[src/rtl/channel_arbiter.sv]
// Priority arbiter that pops one FIFO word per grant and delivers it to the winning channel.
// Each transfer walks IDLE -> ARB -> READ -> CAPT -> RESP; ties rotate round-robin.
module channel_arbiter #(
   parameter int NCH = 8,
   parameter int DW  = 32,
   parameter int PW  = 8
) (
   input  logic                clk,
   input  logic                reset,
   input  logic [NCH-1:0]      valid_dst,
   input  logic [NCH*PW-1:0]   priority_dst,
   input  logic                fifo_empty,
   output logic                fifo_rd_en,
   input  logic [DW-1:0]       fifo_rdata,
   output logic [NCH*DW-1:0]   data_dst,
   output logic [NCH-1:0]      ready_dst,
   output logic [2:0]          grant_id,
   output logic                busy
);

   typedef enum logic [2:0] {IDLE, ARB, READ, CAPT, RESP} state_t;

   state_t          state;
   logic [2:0]      rr_ptr;
   logic [PW-1:0]   prio [NCH];
   logic [2:0]      scan_idx [NCH];
   logic            win_found;
   logic [2:0]      win_id;
   logic [PW-1:0]   win_prio;

   // scan_idx[k] is the k-th channel visited when scanning upward from rr_ptr.
   generate
      for (genvar gi = 0; gi < NCH; gi++) begin : g_chan
         assign prio[gi]     = priority_dst[gi*PW +: PW];
         assign scan_idx[gi] = rr_ptr + 3'(gi);
      end
   endgenerate

   // Strict greater-than keeps the earliest channel in scan order on a tie.
   always_comb begin
      win_found = 1'b0;
      win_id    = 3'd0;
      win_prio  = '0;
      for (int k = 0; k < NCH; k++) begin
         if (valid_dst[scan_idx[k]] && (!win_found || (prio[scan_idx[k]] > win_prio))) begin
            win_found = 1'b1;
            win_id    = scan_idx[k];
            win_prio  = prio[scan_idx[k]];
         end
      end
   end

   always_ff @(posedge clk or posedge reset) begin
      if (reset) begin
         state      <= IDLE;
         rr_ptr     <= 3'd0;
         grant_id   <= 3'd0;
         fifo_rd_en <= 1'b0;
         ready_dst  <= '0;
         data_dst   <= '0;
         busy       <= 1'b0;
      end else begin
         fifo_rd_en <= 1'b0;
         ready_dst  <= '0;
         case (state)
            IDLE: begin
               if (|valid_dst && !fifo_empty) begin
                  state <= ARB;
                  busy  <= 1'b1;
               end
            end
            ARB: begin
               if (win_found && !fifo_empty) begin
                  grant_id   <= win_id;
                  fifo_rd_en <= 1'b1;
                  state      <= READ;
               end else begin
                  state <= IDLE;
                  busy  <= 1'b0;
               end
            end
            READ: begin
               state <= CAPT;
            end
            CAPT: begin
               // The channel's own data slice is the capture register, so the
               // word is already visible while its ready pulse is high.
               data_dst[int'(grant_id)*DW +: DW] <= fifo_rdata;
               ready_dst[grant_id]              <= 1'b1;
               state                            <= RESP;
            end
            RESP: begin
               rr_ptr <= grant_id + 3'd1;
               state  <= IDLE;
               busy   <= 1'b0;
            end
            default: begin
               state <= IDLE;
               busy  <= 1'b0;
            end
         endcase
      end
   end

endmodule

[config.mk]
export PLATFORM = sky130hd
export DESIGN_NAME = channel_arbiter
export DESIGN_NICKNAME = d
export VERILOG_FILES = /design/src/rtl/channel_arbiter.sv
export SDC_FILE = /design/constraint.sdc
export NUM_CORES = 1
export LEC_CHECK = 0
export BUFFER_PORTS_ARGS = -buffer_cell sky130_fd_sc_hd__buf_2
export CAP_MARGIN = 20
export CORE_MARGIN = 2
export CORE_UTILIZATION = 40
export CTS_CLUSTER_DIAMETER = 100
export CTS_CLUSTER_SIZE = 20
export DETAILED_ROUTE_END_ITERATION = 8
export GPL_ROUTABILITY_DRIVEN = 0
export SYNTH_ARGS = -nofsm -noshare
export SYNTH_HDL_FRONTEND = slang
export SYNTH_SLANG_ARGS = --single-unit
[constraint.sdc]
create_clock -name clk -period 17.97 [get_ports clk]
set_input_delay 0 -clock clk [delete_from_list [all_inputs] [get_ports clk]]
set_output_delay 0 -clock clk [all_outputs]
set_load 0.01 [all_outputs]
==> Yosys cells after proc, flatten, opt, wreduce, memory -nomap -nowiden <==
Index checks and enable logic that the tools add are counted.
{ "totals": {"reg_bits": 275, "elab_cells": 163} }
{ "op_classes": {"n_shift": 2, "n_reduce_logical": 30, "eq_ne": 6, "muxes": 75, "bitwise": 9, "add_sub_neg": 9, "magnitude_cmp": 25} }
{ "op_table": {"columns": ["operator", "n"], "rows": [
  ["256-bit bitwise mux", 1],
  ["32-bit by 33-bit variable shift with 256-bit output (first input constant)", 1],
  ["32-bit by 33-bit variable part select with 256-bit output", 1],
  ["8-bit binary-select mux with 3-bit select", 8],
  ["8-bit 2-to-1 mux", 24],
  ["8-bit > comparator", 7],
  ["3-bit by 4-bit less-than comparator with 1-bit output (second input constant)", 9],
  ["8-bit negation with 33-bit output", 1],
  ["4-bit >= comparator (second input constant)", 8],
  ["3-bit NOT with 4-bit output", 8],
  ["3-bit 2-to-1 mux", 9],
  ["1-bit binary-select mux with 3-bit select", 8],
  ["1-bit 2-to-1 mux", 21],
  ["3-bit adder (second input constant)", 4],
  ["3-bit one-hot mux with 4 select lines", 1],
  ["1-bit logical AND", 10],
  ["1-bit logical NOT", 8],
  ["8-bit OR reduction", 1],
  ["1-bit logical OR", 7],
  ["3-bit by 1-bit adder with 3-bit output (second input constant)", 2],
  ["3-bit by 2-bit adder with 3-bit output (second input constant)", 2],
  ["3-bit by 2-bit == test with 1-bit output (second input constant)", 2],
  ["2-bit != test (second input constant)", 2],
  ["1-bit demux with 3-bit select", 1],
  ["10 further kinds", 10]
]} }

==> Logic depth before layout (Yosys ltp) <==
Gate-level depths: netlist (run 1).
{ "depth": {"ltp_word": 36, "depth_mapped": 75, "mapped_depth_nobuf": 65} }

==> Least setup slack after synthesis (run 1) <==
OpenSTA, ideal clock, no wires.
{ "synth_path": {"path_kind": "reg2reg", "startpoint": "reg rr_ptr[0]", "endpoint": "reg grant_id[1]", "setup_time_ns": 0.086, "stages_incl_launch_ff": 72, "period_less_slack_ns": 12.990, "t_required_ns": 17.884, "path_buffers": 12, "arrival_time_ns": 12.905, "slack_ns": 4.980, "cell_sequence": "dfrtp_1 -> buf_6 -> buf_12 -> buf_4 -> buf_2 -> inv_1 -> ha_1 -> buf_2 -> buf_2 -> mux4_2 -> mux2_2 -> ha_1 -> nand4_1 -> a211o_1 -> a31o_1 -> buf_4 -> mux2i_1 -> inv_1 -> [... 36 more ...] -> a21o_1 -> a21oi_1 -> or3b_2 -> a22oi_2 -> or2_4 -> buf_6 -> buf_6 -> a21o_1 -> ha_1 -> nor2b_1 -> o21a_1 -> o21a_1 -> o21ai_0 -> a31o_2 -> a21o_1 -> nor2b_1 -> o31ai_1 -> o221ai_2"} }
{ "synth_between": {"elab_chain_len": 35, "elab_cells_between_ends": 108} }
{ "synth_rtl": {"columns": ["item", "line_no", "rtl"], "rows": [
  ["from (decl)", "24", "logic [2:0] rr_ptr;"],
  ["from (signal assigned)", "93", "rr_ptr <= grant_id + 3'd1;"],
  ["3-bit by 1-bit adder with 3-bit output / 3-bit NOT with 4-bit output (equally long branches)", "35, 48", null],
  ["3-bit NOT with 4-bit output (implied by the code) / 8-bit binary-select mux with 3-bit select (equally long branches)", "45, 48", null],
  ["8-bit binary-select mux with 3-bit select / 8-bit 2-to-1 mux (equally long branches)", "45, 48", null],
  ["8-bit 2-to-1 mux (on tied branches) (2 in series)", "45, 48", null],
  ["8-bit > comparator", "45", "if (valid_dst[scan_idx[k]] && (!win_found || (prio[scan_idx[k]] > win_prio))) begin"],
  ["1-bit logical OR", "45", null],
  ["1-bit logical AND", "45", null],
  ["8-bit 2-to-1 mux / 1-bit 2-to-1 mux (equally long branches)", "45", null],
  ["[... 18 more ...]", null, null],
  ["1-bit logical AND", "45", null],
  ["8-bit 2-to-1 mux / 1-bit 2-to-1 mux (equally long branches)", "45", null],
  ["8-bit > comparator / 1-bit logical NOT (equally long branches)", "45", null],
  ["1-bit logical OR", "45", null],
  ["1-bit logical AND", "45", null],
  ["1-bit 2-to-1 mux", "45", null],
  ["1-bit logical AND", "73", "if (win_found && !fifo_empty) begin"],
  ["2-bit AND reduction (no line)", null, null],
  ["to (signal assigned)", "74", "grant_id <= win_id;"],
  ["to (decl)", "17", "output logic [2:0] grant_id,"]
]} }
Several ways; a longest one is shown, not always the timed one. The select of a mux whose other input is x is not followed.
A chain may end at the register's enable or synchronous reset.

==> Worst setup path after layout (run 1) <==
{ "layout_path": {"startpoint": "reg rr_ptr[1]", "endpoint": "reg grant_id[1]"} }
Same word-level chain as after synthesis.

==> impl_results.md, run 1 <==
* Post-route setup TNS at 0 ns
* Synth Area in Simple Gates at 0.139
* Most frequent CP cell: ha_1
* MaxCap Viol Count at 0
* Max clock buf depth at 3
* Tmin final at 15.15 ns
* Slowest stage cell, crit path: nor2_2
* Worst-skew pair later-pin latency at 0.53 ns
* Commonest non-fill, non-tap cell in the layout: nand2_1
* Mapped Nets at 1,755
* Root buffer cell: clkbuf_16
* Htree depth at 1
* Post-synth top area share at 0.443
* CTS buffer count at 18
* Hold Path Class: in -> reg
* Final Setup Violations at 0
* Required @ worst endpoint at 18.39 ns
* Final Hold Viols at 0
* Post-synthesis average cell area at 9.80 um^2
* CP delay by family, top: compound AO/OA/AOI/OAI gates
* Share of cells above drive strength 1 at 0.312
* Post-DRT Antenna Nets at 0
* Largest cells by area after synthesis: dfrtp_1 44%, nand2_1 9.3%, o21ai_0 8.4%
* Post-synth ARST share at 1.00
* Sink Count at 275
* Mux share of post-synthesis cell area at 0.178
* Chip width at 201 um
* Global-route wire length before repair at 77.6 mm
* I/O pins at 376
* Port bufs at 375
* Clock Skews at 0.0389 ns
* DR DRC count at 0
* Cell count after synthesis at 1,584
* Fin Hold WS at 0.224 ns
* GR Overflow Total at 0
* Crit path launch type: register
* Top_reg_cell synth: dfrtp_1
* CP max stage delay at 0.59 ns
* EDFF count, synth at 0
* Initial antenna violation count at 0
* Seq/Total Area, Yosys at 0.443
* Total GRT Usage at 0.245
* Number of global-route vias before repair at 12,900
* Post-CTS Setup Bufs at 0
* Starting density of the core at 0.404
* Largest net degree at the start of global routing at 132
* Area growth syn-to-layout at 20.5%
* Fill cells at 3,676
* Distinct cells, synth at 78
* # diodes at 0
* Die H at 201 um
* Via density at 5.39
* Post-detailed-route wirelength per cell at 20.5 um
* Synthesis Warnings at 0
* Status: completed
* Synth Area in Compound Gates at 0.144
* Critical Path AT at 15.56 ns
* Worst-Margin Slew at 1.16 ns
* WP buf/inv at 5
* Post-Synth Adder-Cell Area at 0.0516
* CTS tree: yes
* Syn Std Cell Area at 15,500 um^2
* Fmax at 66.0 MHz
* Synth area leader: dfrtp_1
* Via Count at 13,200
* RSZ-0062 raised after global routing: false
* Final slew viol count at 0
* Iteration count of the initial detailed-routing pass at 7
* Dpl hpwl at 37.2 mm
* Slew HR at 0.225
* Setup ws final at 2.82 ns
* Cell Rows at 72
* Dpl cells at 2,400
* Core Area at 38,500 um^2
* Register bit count reported by yosys at 275
* Nets at 2,109
* Clock-pin transition on the worst setup and hold timing paths at 0.07 ns
* Largest family of logic cells by synthesized area: multiplexers
* WS Path Type: reg -> reg
* Post-cts sizing count at 0
* Initial drt markers at 708
* Pre-CTS WS at 3.07 ns
* Die area at 40,400 um^2
* Max FO, Critical Path at 40
* Post-synthesis xor/xnor area fraction at 0.00226
* Finished Layout Cells at 2,458
* WL final at 50.5 mm
* Most frequent cells in the layout: 385 x nand2_1, 375 x buf_2, 274 x dfrtp_1
* Critical Path End Type: register
* Fin crit share at 0.843
[logic make-up after synthesis]
kind of cell               Yosys count
AOI/OAI and AO/OA                  383
xor gates and xnor gates             4
adders and majority gates           64
buffers and inverters              144
DFF                                275
muxes                              201
and+or+nand+nor                    513
[per-layer routing]
metal	up-vias	global-route usage	wire length [um]
met5	-	0	0
met4	0	0.111	2510
met3	109	0.0341	3030
met2	494	0.394	23100
met1	6359	0.331	21800
li1	6285	-	-
[metrics by stage]
stage | utilization | cell area [um^2]
after floorplan | - | 15500
after global placement | 0.463 | 17800
after detailed placement | 0.463 | 17800
after CTS | 0.485 | 18700
after global routing | 0.486 | 18700
final | 0.486 | 18700
[final cells by class]
cell class | instances | area, um^2 | share of cell area
multi-input combinational | 1165 | 8070 | 0.431
sequential | 275 | 6890 | 0.368
timing repair buffer | 433 | 2440 | 0.130
tap | 518 | 648 | 0.0346
clock buffer | 19 | 454 | 0.0243
inverter | 45 | 176 | 0.00943
clock inverter | 3 | 43.8 | 0.00234
[sequential cells by signal, summed over array words and instances, names as in the netlist]
register    flops
data_dst      256
busy            1
rr_ptr          3
grant_id        3
ready_dst       8
fifo_rd_en      1
state           3
[path summary, 6_finish.rpt]
kind,from,endpoint,slack [ns],cells past startpoint
max,rr_ptr[1]$_DFFE_PP0N_,grant_id[1]$_DFFE_PP0P_,2.82,63
min,valid_dst[2],grant_id[2]$_DFFE_PP0P_,0.22,6
max reg2reg,rr_ptr[1]$_DFFE_PP0N_,grant_id[1]$_DFFE_PP0P_,2.82,63
min reg2reg,data_dst[249]$_DFFE_PP0P_,data_dst[249]$_DFFE_PP0P_,0.48,2
max in group asynchronous,reset,data_dst[214]$_DFFE_PP0P_,15.74,6
min in group asynchronous,reset,data_dst[196]$_DFFE_PP0P_,0.24,3
[worst min-delay path, cell delays in order]
cell	delay, ns
buf_2	0.14
mux2i_1	0.10
nor2_1	0.09
a21oi_1	0.09
o31ai_1	0.19
o21ai_1	0.06
[synth_stat cells (all sizes together), types with 4 or more instances]
master / n
o31a: 9
mux2i: 74
a21o: 16
nor3: 14
a21oi: 40
inv: 45
o22ai: 7
nor2: 39
nor2b: 12
clkbuf: 71
a31oi: 4
o21a: 5
mux4: 45
nand4: 8
mux2: 82
o21ai: 266
nand3: 35
o31ai: 4
nand2: 388
ha: 64
buf: 28
dfrtp: 275
[what timing repair did]
| item | 4_1_cts | 5_1_grt |
|---|---|---|
| hold buffers | 34 | 0 |
| endpoints found under the hold margin | 387 | 0 |
| setup endpoints to repair | 0 | 0 |
Power of run 1 is not shown: default switching activity piles up to over one toggle a cycle in this logic, so the estimate is an artifact.
==> inputs of run 2 (changes only) <==
Settings changed: ABC_AREA from default to 1.
Clock period 17.97 ns to 14.3 ns, I/O delays scaled along.
==> run 2 against run 1 <==
Critical path depth rose by 21. Final cell count rose by 23%. Global-route usage rose by 3.5 points. Fmax rose by 18%. Flip-flop and latch count did not move. Critical endpoint unchanged. Largest cell class unchanged. Highest routed layer unchanged.
==> impl_results.md, run 2 <==
* Status: completed (unchanged)
* CTS buffer count at 19 (was 18)
* EDFF count, synth at 0 (unchanged)
* Synthesis Warnings at 0 (unchanged)
* Critical Path AT at 13.32 ns (was 15.56 ns)
* Fin crit share at 0.900 (was 0.843)
* Final slew viol count at 0 (unchanged)
* I/O pins at 376 (unchanged)
* Slowest stage cell, crit path: inv_2 (was nor2_2)
* FF-to-FF End: grant_id[1]$_DFFE_PP0P_ (unchanged)
* Post-synth top area share at 0.426 (was 0.443)
* Worst-Margin Slew at 1.04 ns (was 1.16 ns)
* Post-synthesis average cell area at 7.46 um^2 (was 9.80 um^2)
* Via density at 5.24 (was 5.39)
* Core Area at 39,800 um^2 (was 38,500 um^2)
* Most frequent cells in the layout: 743 x nand2_1, 375 x buf_2, 295 x o21ai_0 (was 385 x nand2_1, 375 x buf_2, 274 x dfrtp_1)
* Regs by FF count: data_dst: 256 flops, ready_dst: 8 flops (unchanged)
* Clock Skews at 0.0236 ns (was 0.0389 ns)
* Port bufs at 375 (unchanged)
* Syn Std Cell Area at 16,200 um^2 (was 15,500 um^2)
* Cell Rows at 73 (was 72)
* Final Setup Violations at 0 (unchanged)
* Sink Count at 275 (unchanged)
* Chip width at 205 um (was 201 um)
* Global-route wire length before repair at 89.6 mm (was 77.6 mm)
* Top reg by flops: data_dst (unchanged)
* Top cells by count, synth: 748 x nand2_1, 295 x o21ai_0, 275 x dfrtp_1, 188 x inv_1, 97 x nand3_1 (was 385 x nand2_1, 275 x dfrtp_1, 262 x o21ai_0, 81 x mux2_2, 71 x clkbuf_1)
* Largest cells by area after synthesis: dfrtp_1 43%, nand2_1 17%, o21ai_0 9.1% (was dfrtp_1 44%, nand2_1 9.3%, o21ai_0 8.4%)
* CP delay by family, top: simple AND/OR/NAND/NOR gates (was compound AO/OA/AOI/OAI gates)
* Reg2reg path depth at 84 (was 63)
* Share of cells above drive strength 1 at 0.199 (was 0.312)
* Post-route setup TNS at 0 ns (unchanged)
* Die area at 42,000 um^2 (was 40,400 um^2)
* Hold Path Class: in -> async (was in -> reg)
* Via Count at 15,800 (was 13,200)
* Htree depth at 1 (unchanged)
* Post-detailed-route wirelength per cell at 19.7 um (was 20.5 um)
* Die H at 205 um (was 201 um)
* Critical Path End: grant_id[1]$_DFFE_PP0P_ (unchanged)
* Number of global-route vias before repair at 15,200 (was 12,900)
* Reg2reg setup slack at 1.43 ns (was 2.82 ns)
* Root buffer cell: clkbuf_16 (unchanged)
* Crit path launch type: register (unchanged)
* Mapped Nets at 2,338 (was 1,755)
* Worst-skew pair later-pin latency at 0.53 ns (about the same)
* DR DRC count at 0 (unchanged)
* Max clock buf depth at 3 (unchanged)
* Distinct cells, synth at 45 (was 78)
* Largest net degree at the start of global routing at 177 (was 132)
* Fill cells at 4,116 (was 3,676)
* WP buf/inv at 9 (was 5)
* Starting density of the core at 0.406 (was 0.404)
* Cell count after synthesis at 2,167 (was 1,584)
* Area growth syn-to-layout at 18.5% (was 20.5%)
* CTS tree: yes (unchanged)
* GR Overflow Total at 0 (unchanged)
* MaxCap Viol Count at 0 (unchanged)
* CP max stage delay at 0.46 ns (was 0.59 ns)
* WL final at 59.4 mm (was 50.5 mm)
* Initial antenna violation count at 1 (was 0)
* Clock-pin transition on the worst setup and hold timing paths at 0.08 ns (was 0.07 ns)
* Max FO, Critical Path at 35 (was 40)
* Top_reg_cell synth: dfrtp_1 (unchanged)
* CP Launch Point: rr_ptr[1]$_DFFE_PP0N_ (unchanged)
* RR Startpoint: rr_ptr[1]$_DFFE_PP0N_ (unchanged)
* Most frequent CP cell: nand2_1 (was ha_1)
* Register bit count reported by yosys at 275 (unchanged)
* Initial drt markers at 1,379 (was 708)
* RSZ-0062 raised after global routing: false (unchanged)
* Post-DRT Antenna Nets at 0 (unchanged)
* Synth area leader: dfrtp_1 (unchanged)
* Nets at 2,661 (was 2,109)
* Tmin final at 12.87 ns (was 15.15 ns)
* Total GRT Usage at 0.280 (was 0.245)
* Seq/Total Area, Yosys at 0.426 (was 0.443)
* Critical Path Stages at 84 (was 63)
* Iteration count of the initial detailed-routing pass at 6 (was 7)
* Slew HR at 0.310 (was 0.225)
* WS Path Type: reg -> reg (unchanged)
* Final Hold Viols at 0 (unchanged)
* Post-CTS Setup Bufs at 0 (unchanged)
* Number of flip-flops in the largest register at 256 (unchanged)
* Required @ worst endpoint at 14.75 ns (was 18.39 ns)
* Fmax at 77.7 MHz (was 66.0 MHz)
* Post-synth ARST share at 1.00 (unchanged)
* Critical Path End Type: register (unchanged)
* Dpl hpwl at 44.8 mm (was 37.2 mm)
* Count leader, synth: nand2_1 (unchanged)
* Commonest non-fill, non-tap cell in the layout: nand2_1 (unchanged)
-- run 2: worst min path at each step --
stage,slack [ns],cells past startpoint,from,endpoint
2_1_floorplan,0.15,1,fifo_rdata[21],data_dst[21]$_DFFE_PP0P_
3_3_place_gp,0.17,2,reset,data_dst[79]$_DFFE_PP0P_
6_report,0.13,3,reset,data_dst[205]$_DFFE_PP0P_
4_1_cts,0.15,3,reset,data_dst[205]$_DFFE_PP0P_
3_5_place_dp,0.17,2,reset,data_dst[205]$_DFFE_PP0P_
5_1_grt,0.18,3,reset,data_dst[205]$_DFFE_PP0P_
-- run 2: worst reg2reg max path, delay by kind of cell, from the launching register on --
kind,cells,cell delay [ns]
adders and majority gates,8,2.34
AOI/OAI and AO/OA,16,2.36
muxes,1,0.37
DFF,1,0.44
buffers and inverters,9,1.76
and+or+nand+nor,50,5.55
-- run 2: repair_timing --
action,4_1_cts,5_1_grt
endpoints found under the setup margin,0,3
hold buffers,34,0
endpoints found under the hold margin,274,0
gates resized for setup,0,1
-- run 2: final cells by class --
| type | instances | area (um^2) | share of cell area |
|---|---|---|---|
| Clock inverter | 5 | 61.3 | 0.00320 |
| Inverter | 200 | 758 | 0.0396 |
| Clock buffer | 21 | 483 | 0.0252 |
| Tap cell | 525 | 657 | 0.0343 |
| Antenna cell | 1 | 2.50 | 0.000131 |
| Sequential cell | 275 | 6880 | 0.359 |
| Multi-Input combinational cell | 1567 | 7910 | 0.413 |
| Timing Repair Buffer | 427 | 2400 | 0.125 |
-- run 2: stage by stage --
stage	area (um^2)	hold WS [ns]	setup WS, ns	std cells	util
after floorplan	16200	0.151	4.05	2167	-
after global placement	18200	0.169	1.85	2957	0.457
after detailed placement	18200	0.174	1.44	2957	0.457
after CTS	19100	0.152	1.40	3017	0.479
after global routing	19200	0.181	0.0291	3021	0.481
final	19200	0.126	1.43	3021	0.481
-- run 2: logic make-up after synthesis --
logic type                 share of synthesized area
buffers and inverters                         0.0868
and+or+nand+nor                                0.278
DFF                                            0.426
xor gates and xnor gates                     0.00495
adders and majority gates                     0.0495
AOI/OAI and AO/OA                              0.139
muxes                                         0.0162
-- run 2: per-layer routing --
layer | track usage | vias to the layer above | share of wire
li1 | - | 7624 | -
met1 | 0.354 | 7482 | 0.40
met2 | 0.458 | 598 | 0.46
met3 | 0.0649 | 129 | 0.082
met4 | 0.121 | 0 | 0.051
met5 | 0 | - | 0
Power of run 2 is left out for the same reason.
==> inputs of run 3 (changes only) <==
--- a/config.mk
+++ b/config.mk
@@ -11,4 +11,5 @@
 export CORE_MARGIN = 2
 export CORE_UTILIZATION = 40
+export CTS_BUF_LIST = sky130_fd_sc_hd__clkbuf_8
 export CTS_CLUSTER_DIAMETER = 100
 export CTS_CLUSTER_SIZE = 20
==> constraint.sdc (replaced) <==
create_clock -name clk -period 14.3 [get_ports clk]
set_input_delay 2.86 -clock clk [delete_from_list [all_inputs] [get_ports clk]]
set_output_delay 2.86 -clock clk [all_outputs]
set_load 0.01 [all_outputs]
==> run 3 against run 2 <==
Final cell count fell by 1.1%. Non-clock buffer count fell by 32. Flip-flop and latch count did not move. Worst setup slack got worse by 0.23 ns. Core utilization fell by 1.3 points. Critical path type is now in -> reg. Wire length fell by 2.1%.
==> impl_results.md, run 3 (same netlist as run 2, synthesis figures left out) <==
* Die H at 205 um (unchanged)
* Critical Path End Type: register (unchanged)
* Final core utilization at 0.468 (was 0.481)
* Clock-pin transition on the worst setup and hold timing paths at 0.11 ns (was 0.08 ns)
* Number of flip-flops in the largest register at 256 (unchanged)
* Iteration count of the initial detailed-routing pass at 7 (was 6)
* Slew HR at 0.228 (was 0.310)
* WS Path Type: in -> reg (was reg -> reg)
* Top reg by flops: data_dst (unchanged)
* Core Area at 39,800 um^2 (unchanged)
* Required @ worst endpoint at 14.78 ns (was 14.75 ns)
* Fmax at 76.3 MHz (was 77.7 MHz)
* CTS buffer count at 18 (was 19)
* Htree depth at 1 (unchanged)
* Fin Hold WS at 0.489 ns (was 0.126 ns)
* Largest net degree at the start of global routing at 181 (was 177)
* Area growth syn-to-layout at 15.2% (was 18.5%)
* Setup ws final at 1.20 ns (was 1.43 ns)
* Total GRT Usage at 0.275 (was 0.280)
* MaxCap Viol Count at 0 (unchanged)
* Max FO, Critical Path at 20 (was 35)
* Hold depth at 2
* GR Overflow Total at 0 (unchanged)
* CP delay by family, top: simple AND/OR/NAND/NOR gates (unchanged)
* Nets at 2,628 (was 2,661)
* Sink Count at 275 (unchanged)
* Initial drt markers at 1,444 (was 1,379)
* Worst-Margin Slew at 1.16 ns (was 1.04 ns)
* Starting density of the core at 0.406 (unchanged)
* DP Area at 18,200 um^2 (about the same)
* Fill cells at 4,148 (was 4,116)
* Final Setup Violations at 0 (unchanged)
* Hold Path Class: reg -> reg (was in -> async)
* Fin crit share at 0.916 (was 0.900)
* Post-route cell area at 18,600 um^2 (was 19,200 um^2)
* Tmin final at 13.10 ns (was 12.87 ns)
* Global-route wire length before repair at 88.3 mm (was 89.6 mm)
* I/O pins at 376 (unchanged)
* Cell Rows at 73 (unchanged)
* CP max stage delay at 0.39 ns (was 0.46 ns)
* Status: completed (unchanged)
* Slowest stage cell, crit path: a21boi_0 (was inv_2)
* Chip width at 205 um (unchanged)
* Critical Path Stages at 84 (unchanged)
* Most frequent CP cell: nand2_1 (unchanged)
* Via Count at 15,600 (was 15,800)
* DR DRC count at 0 (unchanged)
* Number of global-route vias before repair at 14,800 (was 15,200)
* Pre-CTS WS at 0.135 ns (was 1.44 ns)
* Reg2reg path depth at 83 (was 84)
* Critical Path AT at 13.58 ns (was 13.32 ns)
* Most frequent cells in the layout: 740 x nand2_1, 375 x buf_2, 294 x o21ai_0 (was 743 x nand2_1, 375 x buf_2, 295 x o21ai_0)
* Post-detailed-route wirelength per cell at 19.5 um (was 19.7 um)
* Final Hold Viols at 0 (unchanged)
* Commonest non-fill, non-tap cell in the layout: nand2_1 (unchanged)
* Via density at 5.22 (was 5.24)
* CTS tree: yes (unchanged)
* WP buf/inv at 7 (was 9)
* Dpl hpwl at 44.2 mm (was 44.8 mm)
* Initial antenna violation count at 4 (was 1)
* Crit path launch type: input pin (was register)
* Share of cells above drive strength 1 at 0.204 (was 0.199)
* Max clock buf depth at 3 (unchanged)
* Worst-skew pair later-pin latency at 0.60 ns (was 0.53 ns)
* Clock Skews at 0.0704 ns (was 0.0236 ns)
* Final slew viol count at 0 (unchanged)
* Regs by FF count: data_dst: 256 flops, ready_dst: 8 flops (unchanged)
* Die area at 42,000 um^2 (unchanged)
* WL final at 58.2 mm (was 59.4 mm)
* Post-DRT Antenna Nets at 0 (unchanged)
* Port bufs at 375 (unchanged)
* Root buffer cell: clkbuf_8 (was clkbuf_16)
* Post-CTS Setup Bufs at 0 (unchanged)
## run 3: tightest hold or removal path: cells and delay by family (launching register included)
family,cells,cell delay (ns)
AO/OA/AOI/OAI,1,0.06
AND/OR/NAND/NOR,1,0.05
flip-flops,1,0.36
## run 3: path summary, 6_finish.rpt
path / start / end / slack (ns)
worst max-delay path: priority_dst[19] / grant_id[1]$_DFFE_PP0P_ / 1.20
min in group asynchronous: reset / data_dst[209]$_DFFE_PP0P_ / 2.39
worst max register to register: rr_ptr[1]$_DFFE_PP0N_ / grant_id[1]$_DFFE_PP0P_ / 2.13
worst min register to register: data_dst[214]$_DFFE_PP0P_ / data_dst[214]$_DFFE_PP0P_ / 0.49
max in group asynchronous: reset / data_dst[237]$_DFFE_PP0P_ / 10.42
worst min-delay path: data_dst[214]$_DFFE_PP0P_ / data_dst[214]$_DFFE_PP0P_ / 0.49
## run 3: per-stage QoR
| step | TNS (ns) | cells |
|---|---|---|
| after detailed placement | 0 | 2959 |
| after floorplan | 0 | 2167 |
| final | 0 | 2988 |
| after CTS | 0 | 2982 |
| after global placement | 0 | 2959 |
| after global routing | -0.0182 | 2987 |
## run 3: timing repair
item	CTS	global route
hold buffers	0	0
gates resized for setup	0	10
setup endpoints to repair	0	3
## run 3: layout make-up
type	instances	area, um^2	area share
Clock buffer	18	248	0.0133
Sequential cell	275	6880	0.369
Timing Repair Buffer	395	2070	0.111
Inverter	200	758	0.0407
Clock inverter	5	75.1	0.00403
Tap cell	525	657	0.0353
Multi-Input combinational cell	1567	7930	0.426
Antenna cell	3	7.51	0.000403
## run 3: metal layers
layer / part of all wire / up-vias / track usage
met5: 0.00057 / - / 0
met1: 0.41 / 7448 / 0.363
met4: 0.046 / 4 / 0.107
li1: - / 7542 / -
met3: 0.076 / 107 / 0.0554
met2: 0.47 / 509 / 0.443
Power of run 3 is left out for the same reason.
